`src/rtl/cpu_axi_bridge.sv`:
```
// Bridges the core's SRAM-like inst (read-only) and data (read/write) ports onto one
// single-beat AXI master with one outstanding read and one outstanding write.
module cpu_axi_bridge #(
    parameter int ADDR_W = 32,
    parameter int DATA_W = 32
) (
    input  logic                clk,
    input  logic                resetn,

    input  logic                inst_sram_req,
    input  logic                inst_sram_wr,
    input  logic [1:0]          inst_sram_size,
    input  logic [ADDR_W-1:0]   inst_sram_addr,
    output logic                inst_sram_addr_ok,
    output logic                inst_sram_data_ok,
    output logic [DATA_W-1:0]   inst_sram_rdata,

    input  logic                data_sram_req,
    input  logic                data_sram_wr,
    input  logic [1:0]          data_sram_size,
    input  logic [ADDR_W-1:0]   data_sram_addr,
    input  logic [DATA_W/8-1:0] data_sram_wstrb,
    input  logic [DATA_W-1:0]   data_sram_wdata,
    output logic                data_sram_addr_ok,
    output logic                data_sram_data_ok,
    output logic [DATA_W-1:0]   data_sram_rdata,

    output logic [3:0]          arid,
    output logic [ADDR_W-1:0]   araddr,
    output logic [7:0]          arlen,
    output logic [2:0]          arsize,
    output logic [1:0]          arburst,
    output logic [1:0]          arlock,
    output logic [3:0]          arcache,
    output logic [2:0]          arprot,
    output logic                arvalid,
    input  logic                arready,

    input  logic [3:0]          rid,
    input  logic [DATA_W-1:0]   rdata,
    input  logic                rvalid,
    output logic                rready,

    output logic [3:0]          awid,
    output logic [ADDR_W-1:0]   awaddr,
    output logic [7:0]          awlen,
    output logic [2:0]          awsize,
    output logic [1:0]          awburst,
    output logic [1:0]          awlock,
    output logic [3:0]          awcache,
    output logic [2:0]          awprot,
    output logic                awvalid,
    input  logic                awready,

    output logic [3:0]          wid,
    output logic [DATA_W-1:0]   wdata,
    output logic [DATA_W/8-1:0] wstrb,
    output logic                wlast,
    output logic                wvalid,
    input  logic                wready,

    input  logic                bvalid,
    output logic                bready
);

    localparam int STRB_W = DATA_W / 8;

    typedef enum logic [1:0] {
        RD_IDLE = 2'd0,
        RD_AR   = 2'd1,
        RD_R    = 2'd2
    } rd_state_t;

    typedef enum logic [1:0] {
        WR_IDLE = 2'd0,
        WR_AW_W = 2'd1,
        WR_B    = 2'd2
    } wr_state_t;

    rd_state_t          r_rd_state;
    wr_state_t          r_wr_state;

    logic [3:0]         r_arid;
    logic [ADDR_W-1:0]  r_araddr;
    logic [2:0]         r_arsize;
    logic               r_arvalid;
    logic               r_rready;

    logic [ADDR_W-1:0]  r_awaddr;
    logic [2:0]         r_awsize;
    logic [DATA_W-1:0]  r_wdata;
    logic [STRB_W-1:0]  r_wstrb;
    logic               r_awvalid;
    logic               r_wvalid;
    logic               r_bready;

    logic w_rd_idle;
    logic w_wr_idle;
    logic w_inst_rd_req;
    logic w_data_rd_req;
    logic w_data_wr_req;
    logic w_data_rd_go;
    logic w_inst_go;
    logic w_wr_go;
    logic w_r_hs;
    logic w_b_hs;
    logic w_aw_done;
    logic w_w_done;

    assign w_rd_idle     = (r_rd_state == RD_IDLE);
    assign w_wr_idle     = (r_wr_state == WR_IDLE);
    assign w_inst_rd_req = inst_sram_req & ~inst_sram_wr;
    assign w_data_rd_req = data_sram_req & ~data_sram_wr;
    assign w_data_wr_req = data_sram_req &  data_sram_wr;

    // A data read and a data write can never be requested together (one wr bit),
    // so waiting for write-idle alone keeps reads ordered behind earlier writes.
    assign w_data_rd_go  = w_rd_idle & w_wr_idle & w_data_rd_req;
    assign w_inst_go     = w_rd_idle & w_inst_rd_req & ~w_data_rd_req;
    assign w_wr_go       = w_wr_idle & w_data_wr_req;

    assign w_r_hs        = r_rready & rvalid;
    assign w_b_hs        = r_bready & bvalid;
    assign w_aw_done     = ~r_awvalid | awready;
    assign w_w_done      = ~r_wvalid  | wready;

    assign inst_sram_addr_ok = w_inst_go;
    assign data_sram_addr_ok = w_data_rd_go | w_wr_go;
    assign inst_sram_data_ok = w_r_hs & (rid == 4'd0);
    assign data_sram_data_ok = (w_r_hs & (rid == 4'd1)) | w_b_hs;
    assign inst_sram_rdata   = rdata;
    assign data_sram_rdata   = rdata;

    assign arid    = r_arid;
    assign araddr  = r_araddr;
    assign arsize  = r_arsize;
    assign arvalid = r_arvalid;
    assign rready  = r_rready;
    assign arlen   = 8'd0;
    assign arburst = 2'b01;
    assign arlock  = 2'd0;
    assign arcache = 4'd0;
    assign arprot  = 3'd0;

    assign awid    = 4'd1;
    assign awaddr  = r_awaddr;
    assign awsize  = r_awsize;
    assign awvalid = r_awvalid;
    assign awlen   = 8'd0;
    assign awburst = 2'b01;
    assign awlock  = 2'd0;
    assign awcache = 4'd0;
    assign awprot  = 3'd0;
    assign wid     = 4'd1;
    assign wdata   = r_wdata;
    assign wstrb   = r_wstrb;
    assign wlast   = 1'b1;
    assign wvalid  = r_wvalid;
    assign bready  = r_bready;

    always_ff @(posedge clk) begin
        if (!resetn) begin
            r_rd_state <= RD_IDLE;
            r_arid     <= 4'd0;
            r_araddr   <= '0;
            r_arsize   <= 3'd0;
            r_arvalid  <= 1'b0;
            r_rready   <= 1'b0;
        end else begin
            case (r_rd_state)
                RD_IDLE: begin
                    if (w_data_rd_go || w_inst_go) begin
                        r_arid     <= w_data_rd_go ? 4'd1 : 4'd0;
                        r_araddr   <= w_data_rd_go ? data_sram_addr : inst_sram_addr;
                        r_arsize   <= {1'b0, (w_data_rd_go ? data_sram_size : inst_sram_size)};
                        r_arvalid  <= 1'b1;
                        r_rd_state <= RD_AR;
                    end
                end
                RD_AR: begin
                    if (r_arvalid && arready) begin
                        r_arvalid  <= 1'b0;
                        r_rready   <= 1'b1;
                        r_rd_state <= RD_R;
                    end
                end
                RD_R: begin
                    if (rvalid) begin
                        r_rready   <= 1'b0;
                        r_rd_state <= RD_IDLE;
                    end
                end
                default: begin
                    r_arvalid  <= 1'b0;
                    r_rready   <= 1'b0;
                    r_rd_state <= RD_IDLE;
                end
            endcase
        end
    end

    always_ff @(posedge clk) begin
        if (!resetn) begin
            r_wr_state <= WR_IDLE;
            r_awaddr   <= '0;
            r_awsize   <= 3'd0;
            r_wdata    <= '0;
            r_wstrb    <= '0;
            r_awvalid  <= 1'b0;
            r_wvalid   <= 1'b0;
            r_bready   <= 1'b0;
        end else begin
            case (r_wr_state)
                WR_IDLE: begin
                    if (w_wr_go) begin
                        r_awaddr   <= data_sram_addr;
                        r_awsize   <= {1'b0, data_sram_size};
                        r_wdata    <= data_sram_wdata;
                        r_wstrb    <= data_sram_wstrb;
                        r_awvalid  <= 1'b1;
                        r_wvalid   <= 1'b1;
                        r_wr_state <= WR_AW_W;
                    end
                end
                WR_AW_W: begin
                    // Address and data channels retire independently, in either order.
                    if (r_awvalid && awready) begin
                        r_awvalid <= 1'b0;
                    end
                    if (r_wvalid && wready) begin
                        r_wvalid <= 1'b0;
                    end
                    if (w_aw_done && w_w_done) begin
                        r_bready   <= 1'b1;
                        r_wr_state <= WR_B;
                    end
                end
                WR_B: begin
                    if (bvalid) begin
                        r_bready   <= 1'b0;
                        r_wr_state <= WR_IDLE;
                    end
                end
                default: begin
                    r_awvalid  <= 1'b0;
                    r_wvalid   <= 1'b0;
                    r_bready   <= 1'b0;
                    r_wr_state <= WR_IDLE;
                end
            endcase
        end
    end

endmodule

```
`config.mk`:
```
export PLATFORM = sky130hd
export DESIGN_NAME = cpu_axi_bridge
export DESIGN_NICKNAME = d
export VERILOG_FILES = /design/src/rtl/cpu_axi_bridge.sv
export SDC_FILE = /design/constraint.sdc
export NUM_CORES = 1
export LEC_CHECK = 0
export BUFFER_PORTS_ARGS = -buffer_cell sky130_fd_sc_hd__buf_2
export CORE_AREA = 5 5 147 149
export CTS_CLUSTER_SIZE = 40
export DETAILED_ROUTE_END_ITERATION = 7
export DIE_AREA = 0 0 152 154
export GPL_TIMING_DRIVEN = 1
export PLACE_DENSITY = 0.68
export SYNTH_ARGS = -nofsm -noshare
export SYNTH_HDL_FRONTEND = slang
export SYNTH_SLANG_ARGS = --single-unit
```
`constraint.sdc`:
```
create_clock -name clk -period 2.5 [get_ports clk]
set_input_delay 0.25 -clock clk [delete_from_list [all_inputs] [get_ports clk]]
set_output_delay 0.25 -clock clk [all_outputs]
set_load 0.03 [all_outputs]
```
==> out/metrics.cfg, run 1 <==
[layout]
final_util_pct=34.4
syn_to_final_growth_pct=24.9
seqCellArea_um2=2280
multi_input_area_um2=2330
stdcell_count=1113
drive_gt1_share_pct=35.1
layout.filler_cells=2149
final_nets=982
diodes=0

[logic_synthesis]
syn_area_per_cell_um2=8.01
async_flop_share_pct=0
synth_most_common_cell=nand2_1
yosys.cell_types.count=33
ys_top_cells_by_area=dfxtp_1 41%, buf_4 16%, nand2_1 9.9%
syn_area_um2=5510
synth_top_flop_cell=dfxtp_1
synth_top_cell_by_area=dfxtp_1
yosysWarningCount=0
synth_top_area_share_pct=41.4
synth_edf_count=0
ys_ff_latch=114
synth_commonest_cells=146 x nand2_1, 116 x buf_4, 114 x dfxtp_1, 76 x a21oi_1, 46 x clkbuf_1
synth_cells=688
ys_seq_area_share_pct=41.4

[floorplanning]
rows=52
core-area_um2=20000
die_area_um2=23400
die_h_um=154
io_pins=381
start_util_pct=27.5
die_w_um=152

[timing]
finalCritPeriodShare_pct=87.5
slew-limit-headroom_pct=60.6
fmax_mhz=457
finalHoldViolations=0
rsz0062_at_grt=no
worstMarginPinSlew_ns=0.590
setup_tns_ns=0
fin_crit_ns=2.19
setup_violations=0
drv_slew=0
skew_ns=0.00900

[global_route]
grt_antenna_before_repair=1
grt_max_degree=55
grt_overflow=0
grt_pass1_vias=5080
grt_util_all_layers_pct=15.0
grt_pass1_wl_um=28100

[route]
drc_errors=0
via_per_inst=4.66
drt_first_pass_iters=5
postRouteAntennaNets=0
finalWirelength_um=18200
drt_first_iter_violations=215
wire_per_inst_um=16.3
vias=5190

[setup_path]
cp-start-kind=register
cp-end-kind=output port
worst_ep_required_time_ns=2.25
crit_path_max_fanout=26
crit_arrival_ns=1.94
path_class=register to output port

[power]
p_per_area_nw_per_um2=814
p_total_mw=5.61
vdd.ir_drop.worst_mv=0.396
p_leak_nw=3.04

[cts]
clock-sinks=114
ctsResizeCount=0
worstSkewPairLatency_ns=0.41
cts_setup_buffers=0
cts_max_path_buffers=2
cts-htree-levels=4
clk_pin_slew_ns=0.06
cts_tree=built
cts_inserted_buffers=17
holdBufCountCts=0
cts_root_buffer=clkbuf_16

[place]
gp_congestion=0.834
io_buffers=232
dpl.cell_count=1082
dp_hpwl_um=12500

[min_path]
worst_hold_path_type=input pin to register

[run]
maxCapViolations=0

[status]
run_status=finished, final reports clean

## sequential cells by signal, summed over array words and instances, names as in the netlist, 2 cells and up
register and cells:
wdata 32, awaddr 32, wstrb 4, r_wr_state 2
awsize 2, r_rd_state 2, arsize 2, araddr 32
## worst max-delay path: stages, from the launching register on
cell       delay, ns
dfxtp_1         0.41
nand4bb_4       0.65
nand2_1         0.25
buf_2           0.23
## layer usage
layer / wire (µm) / track usage (%) / up-vias / share of wire (%)
met4: 520 / 6.38 / 2 / 2.9
met2: 8870 / 25.4 / 251 / 49
met5: 13 / 0 / - / 0.071
met3: 1530 / 5.99 / 47 / 8.4
met1: 7260 / 16.9 / 2428 / 40
li1: - / - / 2462 / -
## area by class of cell
| type | count | share of cell area [%] |
|---|---|---|
| multi-input combinational | 447 | 33.8 |
| sequential | 114 | 33.1 |
| timing repair buffer | 245 | 18.8 |
| clock buffer | 22 | 6.74 |
| tap | 270 | 4.90 |
| clock inverter | 9 | 2.25 |
| inverter | 6 | 0.363 |
## per-stage QoR
step	area [µm²]	hold slack [ns]	setup WS [ns]
after global placement	6270	0.440	0.723
after CTS	6890	0.0516	0.254
after global routing	6890	0.0632	0.158
after floorplan	5700	0.386	0.619
final	6890	0.0821	0.311
after detailed placement	6270	0.444	0.648
## cells in the final DEF, fill, tap and decap left out, drive strengths merged
| master | Yosys | routed |
|---|---|---|
| a21oi | 76 | 76 |
| a311oi | 34 | 34 |
| a31oi | 2 | 2 |
| and2 | 1 | 1 |
| buf | 125 | 245 |
| bufinv | 0 | 4 |
| clkbuf | 46 | 22 |
| clkinv | 0 | 4 |
| clkinvlp | 0 | 1 |
| conb | 2 | 52 |
| dfxtp | 114 | 114 |
| inv | 6 | 6 |
| nand2 | 146 | 146 |
| nand2b | 4 | 4 |
| nand3 | 36 | 36 |
| nand3b | 3 | 3 |
| nand4bb | 1 | 1 |
| nor2 | 5 | 5 |
| nor2b | 1 | 1 |
| nor3 | 35 | 35 |
| nor3b | 1 | 1 |
| nor4b | 1 | 1 |
| nor4bb | 1 | 1 |
| o21a | 5 | 5 |
| o21ai | 38 | 38 |
| o31ai | 1 | 1 |
| or2 | 1 | 1 |
| or3 | 1 | 1 |
| or3b | 1 | 1 |
| or4b | 1 | 1 |
## logic make-up after synthesis
| group | count (synthesis) | synth area share (%) |
|---|---|---|
| simple gates | 239 | 19.3 |
| buf+inv | 177 | 20.5 |
| flops | 114 | 41.4 |
| compound gates | 156 | 18.6 |
| other cells | 2 | 0.136 |
## power breakdown
group / switching (mW) / internal (mW) / total [mW] / leakage [nW]
clock network: 0.846 / 1.72 / 2.56 / 0.300
logic: 0.737 / 0.298 / 1.03 / 1.80
registers: 0.0690 / 1.94 / 2.01 / 0.934
total: 1.65 / 3.95 / 5.61 / 3.04
## path summary, 6_finish.rpt
kind                        from  depth (start not counted)  slack [ns]                 to
max                r_wr_state[1]                          3        0.31  data_sram_addr_ok
min          data_sram_wdata[28]                          3        0.08          wdata[28]
max reg2reg        r_wr_state[0]                          4        0.65         araddr[11]
min reg2reg            wdata[26]                          2        0.45          wdata[26]
Note: power is estimated with default switching activity, not from simulation.
==> inputs of run 2 (changes only) <==
PLACE_DENSITY = 0.6   (was 0.68)
==> out/metrics.cfg, run 2 (synthesized netlist as in run 1, its figures left out) <==
[cts]
cts_setup_buffers=0  ; unchanged
cts_root_buffer=clkbuf_16  ; unchanged
holdBufCountCts=0  ; unchanged
worstSkewPairLatency_ns=0.40  ; was 0.41 ns
cts_tree=built  ; unchanged
cts_max_path_buffers=2  ; unchanged
cts-htree-levels=4  ; unchanged
clock-sinks=114  ; unchanged
cts_inserted_buffers=17  ; unchanged
ctsResizeCount=0  ; unchanged
clk_pin_slew_ns=0.06  ; about the same

[run]
maxCapViolations=0  ; unchanged

[timing]
finalCritPeriodShare_pct=88.7  ; was 87.5%
skew_ns=0.00742  ; was 0.00900 ns
setup_violations=0  ; unchanged
drv_slew=0  ; unchanged
worstMarginPinSlew_ns=0.600  ; was 0.590 ns
finalHoldViolations=0  ; unchanged
fmax_mhz=451  ; was 457 MHz
rsz0062_at_grt=no  ; unchanged
slew-limit-headroom_pct=59.9  ; was 60.6%
fin_crit_ns=2.22  ; was 2.19 ns
setup_tns_ns=0  ; unchanged
fin_ws_ns=0.282  ; was 0.311 ns

[layout]
drive_gt1_share_pct=35.9  ; was 35.1%
final_nets=982  ; unchanged
diodes=0  ; unchanged
layout.filler_cells=2167  ; was 2,149
final_common_cell=buf_2  ; unchanged
multi_input_area_um2=2330  ; about the same
seqCellArea_um2=2280  ; unchanged
syn_to_final_growth_pct=25.0  ; was 24.9%
stdcell_count=1114  ; was 1,113
fin_area_um2=6890  ; about the same
mostFrequentLayoutCells=232 x buf_2, 146 x nand2_1, 114 x dfxtp_1  ; unchanged

[place]
io_buffers=232  ; unchanged
dpl.cell_count=1082  ; unchanged
dp_hpwl_um=12700  ; was 12,500 µm
place_ws_ns=0.595  ; was 0.648 ns
gp_congestion=0.799  ; was 0.834
dpl_cell_area_um2=6270  ; about the same

[status]
run_status=finished, final reports clean  ; unchanged

[floorplanning]
core-area_um2=20000  ; unchanged
rows=52  ; unchanged
die_w_um=152  ; unchanged
io_pins=381  ; unchanged
start_util_pct=27.5  ; unchanged
die_h_um=154  ; unchanged
die_area_um2=23400  ; unchanged

[global_route]
grt_util_all_layers_pct=14.8  ; was 15.0%
grt_overflow=0  ; unchanged
grt_antenna_before_repair=1  ; unchanged
grt_pass1_wl_um=27900  ; was 28,100 µm
grt_max_degree=72  ; was 55
grt_pass1_vias=5094  ; was 5,080

[route]
via_per_inst=4.60  ; was 4.66
postRouteAntennaNets=0  ; unchanged
drc_errors=0  ; unchanged
drt_first_pass_iters=5  ; unchanged
finalWirelength_um=18300  ; was 18,200 µm
wire_per_inst_um=16.5  ; was 16.3 µm
vias=5127  ; was 5,190
drt_first_iter_violations=215  ; unchanged

[setup_path]
cp-end-kind=output port  ; unchanged
crit_slowest_cell=nand4bb_4  ; unchanged
cpLargestDelayFamily=simple AND/OR/NAND/NOR gates  ; unchanged
path_buf_inv=1  ; unchanged
path_class=register to output port  ; unchanged
cp-start-kind=register  ; unchanged
crit_arrival_ns=1.97  ; was 1.94 ns
max_stage_delay_ns=0.66  ; was 0.65 ns
worst_ep_required_time_ns=2.25  ; about the same
path_cells=nand4bb_4 -> nand2_1 -> buf_2  ; unchanged
crit_path_max_fanout=28  ; was 26

[power]
clkPwrFrac_pct=45.8  ; was 45.7%
p_per_area_nw_per_um2=814  ; about the same
p_sw_mw=1.77  ; was 1.65 mW
power.share.sequential_pct=35.8  ; was 35.9%
p_int_mw=3.84  ; was 3.95 mW
comb_power_share_pct=18.4  ; about the same
vdd.ir_drop.worst_mv=0.419  ; was 0.396 mV
p_total_mw=5.61  ; about the same
netSwitchingFraction_pct=31.6  ; was 29.5%
p_leak_nw=3.03  ; was 3.04 nW

[min_path]
worst_hold_path_type=input pin to register  ; unchanged

## run 2: cell types whose count changed in the layout (fill, tap and decap cells not counted), sizes merged
| cell | previous run | this run |
|---|---|---|
| clkinv | 4 | 3 |
| clkinvlp | 1 | 2 |
| clkbuf | 22 | 17 |
| bufinv | 4 | 3 |
| inv | 6 | 13 |
## run 2: final cells by class
class	instances	share of cell area (%)
clock buffer	17	6.17
clock inverter	15	2.83
inverter	6	0.363
timing repair buffer	245	18.8
sequential	114	33.1
tap	270	4.90
multi-input combinational	447	33.8
## run 2: power by group through the flow
stage,registers (mW),clock network (mW),logic (mW)
after floorplan,2.27,0,0.709
after global placement,2.05,0,1.03
after detailed placement,2.05,0,1.04
after CTS,2.01,2.65,1.04
after global routing,2.02,2.73,1.11
final,2.01,2.57,1.03
## run 2: routing by layer
layer,vias to the layer above,GRT usage (%),wire (µm)
li1,2458,-,-
met1,2367,16.7,7370
met2,258,26.0,9090
met3,42,5.37,1480
met4,2,5.27,391
met5,-,0,13
## run 2: final timing paths
check / depth (start not counted) / slack [ns] / to / from
max reg2reg: 4 / 0.60 / araddr[1] / r_wr_state[0]
min: 3 / 0.08 / wdata[30] / data_sram_wdata[30]
max: 3 / 0.28 / data_sram_addr_ok / r_wr_state[1]
min reg2reg: 2 / 0.45 / wdata[17] / wdata[17]
## run 2: per-stage QoR
step | util [%] | hold slack [ns]
detailed placement | 31.3 | 0.444
CTS | 34.4 | 0.0491
finish | 34.4 | 0.0761
floorplan | - | 0.386
global route | 34.4 | 0.0566
global placement | 31.3 | 0.439
## run 2: worst register-to-register path, cell delays in order, from the launching register on
cell and delay (ns):
dfxtp_1 0.39, or3b_2 0.51, or2_2 0.31, buf_4 0.31, a311oi_1 0.29
==> inputs of run 3 (changes only) <==
CTS_BUF_LIST = sky130_fd_sc_hd__clkbuf_16   (was not set)
clock period = 2.8 ns   (was 2.5 ns; I/O delays follow)
==> out/metrics.cfg, run 3 (synthesized netlist as in run 1, its figures left out) <==
[floorplanning]
start_util_pct=27.5  ; unchanged
die_area_um2=23400  ; unchanged
rows=52  ; unchanged
die_h_um=154  ; unchanged
io_pins=381  ; unchanged
core-area_um2=20000  ; unchanged
die_w_um=152  ; unchanged

[min_path]
min-delay-start=data_sram_wdata[16]  ; was data_sram_wdata[30]
worst_hold_path_type=input pin to register  ; unchanged
min_to=wdata[16]  ; was wdata[30]
hold_depth=3  ; unchanged

[route]
via_per_inst=4.55  ; was 4.60
postRouteAntennaNets=0  ; unchanged
drt_first_pass_iters=4  ; was 5
drc_errors=0  ; unchanged
wire_per_inst_um=16.2  ; was 16.5 µm
drt_first_iter_violations=187  ; was 215
finalWirelength_um=18000  ; was 18,300 µm
vias=5060  ; was 5,127

[place]
gp_congestion=0.771  ; was 0.799
io_buffers=232  ; unchanged
dp_hpwl_um=12500  ; was 12,700 µm

[setup_path]
cp-end-kind=output port  ; unchanged
r2r-end=araddr[15]  ; was araddr[1]
cp-start-kind=register  ; unchanged
r2r_cells=3  ; was 4
path_class=register to output port  ; unchanged
crit_path_max_fanout=8  ; was 28
worst_ep_required_time_ns=2.52  ; was 2.25 ns
rr_startpoint=r_rd_state[0]  ; was r_wr_state[0]
crit_arrival_ns=1.93  ; was 1.97 ns
r2r_slack_ns=0.67  ; was 0.60 ns

[timing]
finalCritPeriodShare_pct=78.9
fmax_mhz=453
setup_tns_ns=0  ; unchanged
slew-limit-headroom_pct=35.3  ; was 59.9%
finalHoldViolations=0  ; unchanged
skew_ns=0.00822  ; was 0.00742 ns
fin_crit_ns=2.21
rsz0062_at_grt=no  ; unchanged
drv_slew=0  ; unchanged
setup_violations=0  ; unchanged
worstMarginPinSlew_ns=0.971  ; was 0.600 ns
whs_ns=0.111  ; was 0.0761 ns

[cts]
cts_max_path_buffers=2  ; unchanged
ctsResizeCount=0  ; unchanged
clk_pin_slew_ns=0.06  ; about the same
clock-sinks=114  ; unchanged
cts_setup_buffers=0  ; unchanged
cts_inserted_buffers=17  ; unchanged
cts_root_buffer=clkbuf_16  ; unchanged
holdBufCountCts=0  ; unchanged
worstSkewPairLatency_ns=0.40  ; about the same
cts-htree-levels=4  ; unchanged
cts_tree=built  ; unchanged

[power]
p_leak_nw=2.97  ; was 3.03 nW
vdd.ir_drop.worst_mv=0.353  ; was 0.419 mV
p_per_area_nw_per_um2=689  ; was 814 nW/µm²

[status]
run_status=finished, final reports clean  ; unchanged

[layout]
syn_to_final_growth_pct=22.8  ; was 25.0%
drive_gt1_share_pct=35.6  ; was 35.9%
final_nets=979  ; was 982
mostFrequentLayoutCells=232 x buf_2, 146 x nand2_1, 114 x dfxtp_1  ; unchanged
layout.filler_cells=2172  ; was 2,167
final_common_cell=buf_2  ; unchanged

[global_route]
grt_antenna_before_repair=1  ; unchanged
grt_util_all_layers_pct=14.6  ; was 14.8%
grt_max_degree=73  ; was 72
grt_pass1_vias=5069  ; was 5,094
grt_pass1_wl_um=27500  ; was 27,900 µm
grt_overflow=0  ; unchanged

[run]
maxCapViolations=0  ; unchanged

## run 3: cell types whose count changed in the layout (fill, tap and decap cells not counted), sizes merged
cell | previous run | this run
buf | 245 | 242
bufinv | 3 | 0
diode | 0 | 1
clkinv | 3 | 6
inv | 13 | 10
clkinvlp | 2 | 5
## run 3: worst max path at each step
| stage | slack (ns) | start | to | cells past startpoint |
|---|---|---|---|---|
| CTS | 0.56 | r_wr_state[0] | data_sram_addr_ok | 4 |
| finish | 0.59 | r_wr_state[0] | data_sram_addr_ok | 4 |
| floorplan | 0.89 | r_rd_state[0] | data_sram_addr_ok | 7 |
| detailed placement | 0.69 | r_rd_state[0] | araddr[18] | 3 |
| global route | 0.47 | r_rd_state[0] | inst_sram_addr_ok | 5 |
| global placement | 0.74 | r_rd_state[0] | araddr[15] | 3 |
## run 3: layer usage
layer  part of all wire [%]  vias to the layer above  track usage [%]  routed length [µm]
met5                      0                        -                0                   0
met4                    2.4                        0             5.82                 437
met3                    7.7                       41             5.90                1390
met2                     48                      213             24.4                8650
met1                     42                     2347             16.8                7510
li1                       -                     2459                -                   -
## run 3: final cells by class
cell class,count,area [µm²],share of cell area [%]
multi-input combinational,447,2330,34.4
sequential,114,2280,33.7
timing repair buffer,242,1260,18.6
clock buffer,17,425,6.28
tap,270,338,4.99
clock inverter,15,109,1.61
inverter,6,25.0,0.369
antenna,1,2.50,0.0369
## run 3: critical path, stage by stage, from the launching register on
cell	delay (ns)
dfxtp_1	0.40
or3b_2	0.51
or2_2	0.32
nand2_1	0.08
buf_2	0.23
## run 3: stage by stage
| stage | total power [mW] | utilization (%) | cells | worst slack, ns | cell area [µm²] |
|---|---|---|---|---|---|
| after global placement | 2.74 | 31.1 | 1079 | 0.736 | 6240 |
| after floorplan | 2.66 | - | 738 | 0.889 | 5700 |
| after detailed placement | 2.75 | 31.1 | 1079 | 0.694 | 6240 |
| after global routing | 4.89 | 33.8 | 1112 | 0.469 | 6770 |
| final | 4.67 | 33.8 | 1112 | 0.592 | 6770 |
| after CTS | 4.76 | 33.8 | 1111 | 0.556 | 6770 |
## run 3: power breakdown
part	switching, mW	internal [mW]
clock network	0.828	1.13
logic	0.651	0.261
registers	0.0607	1.73
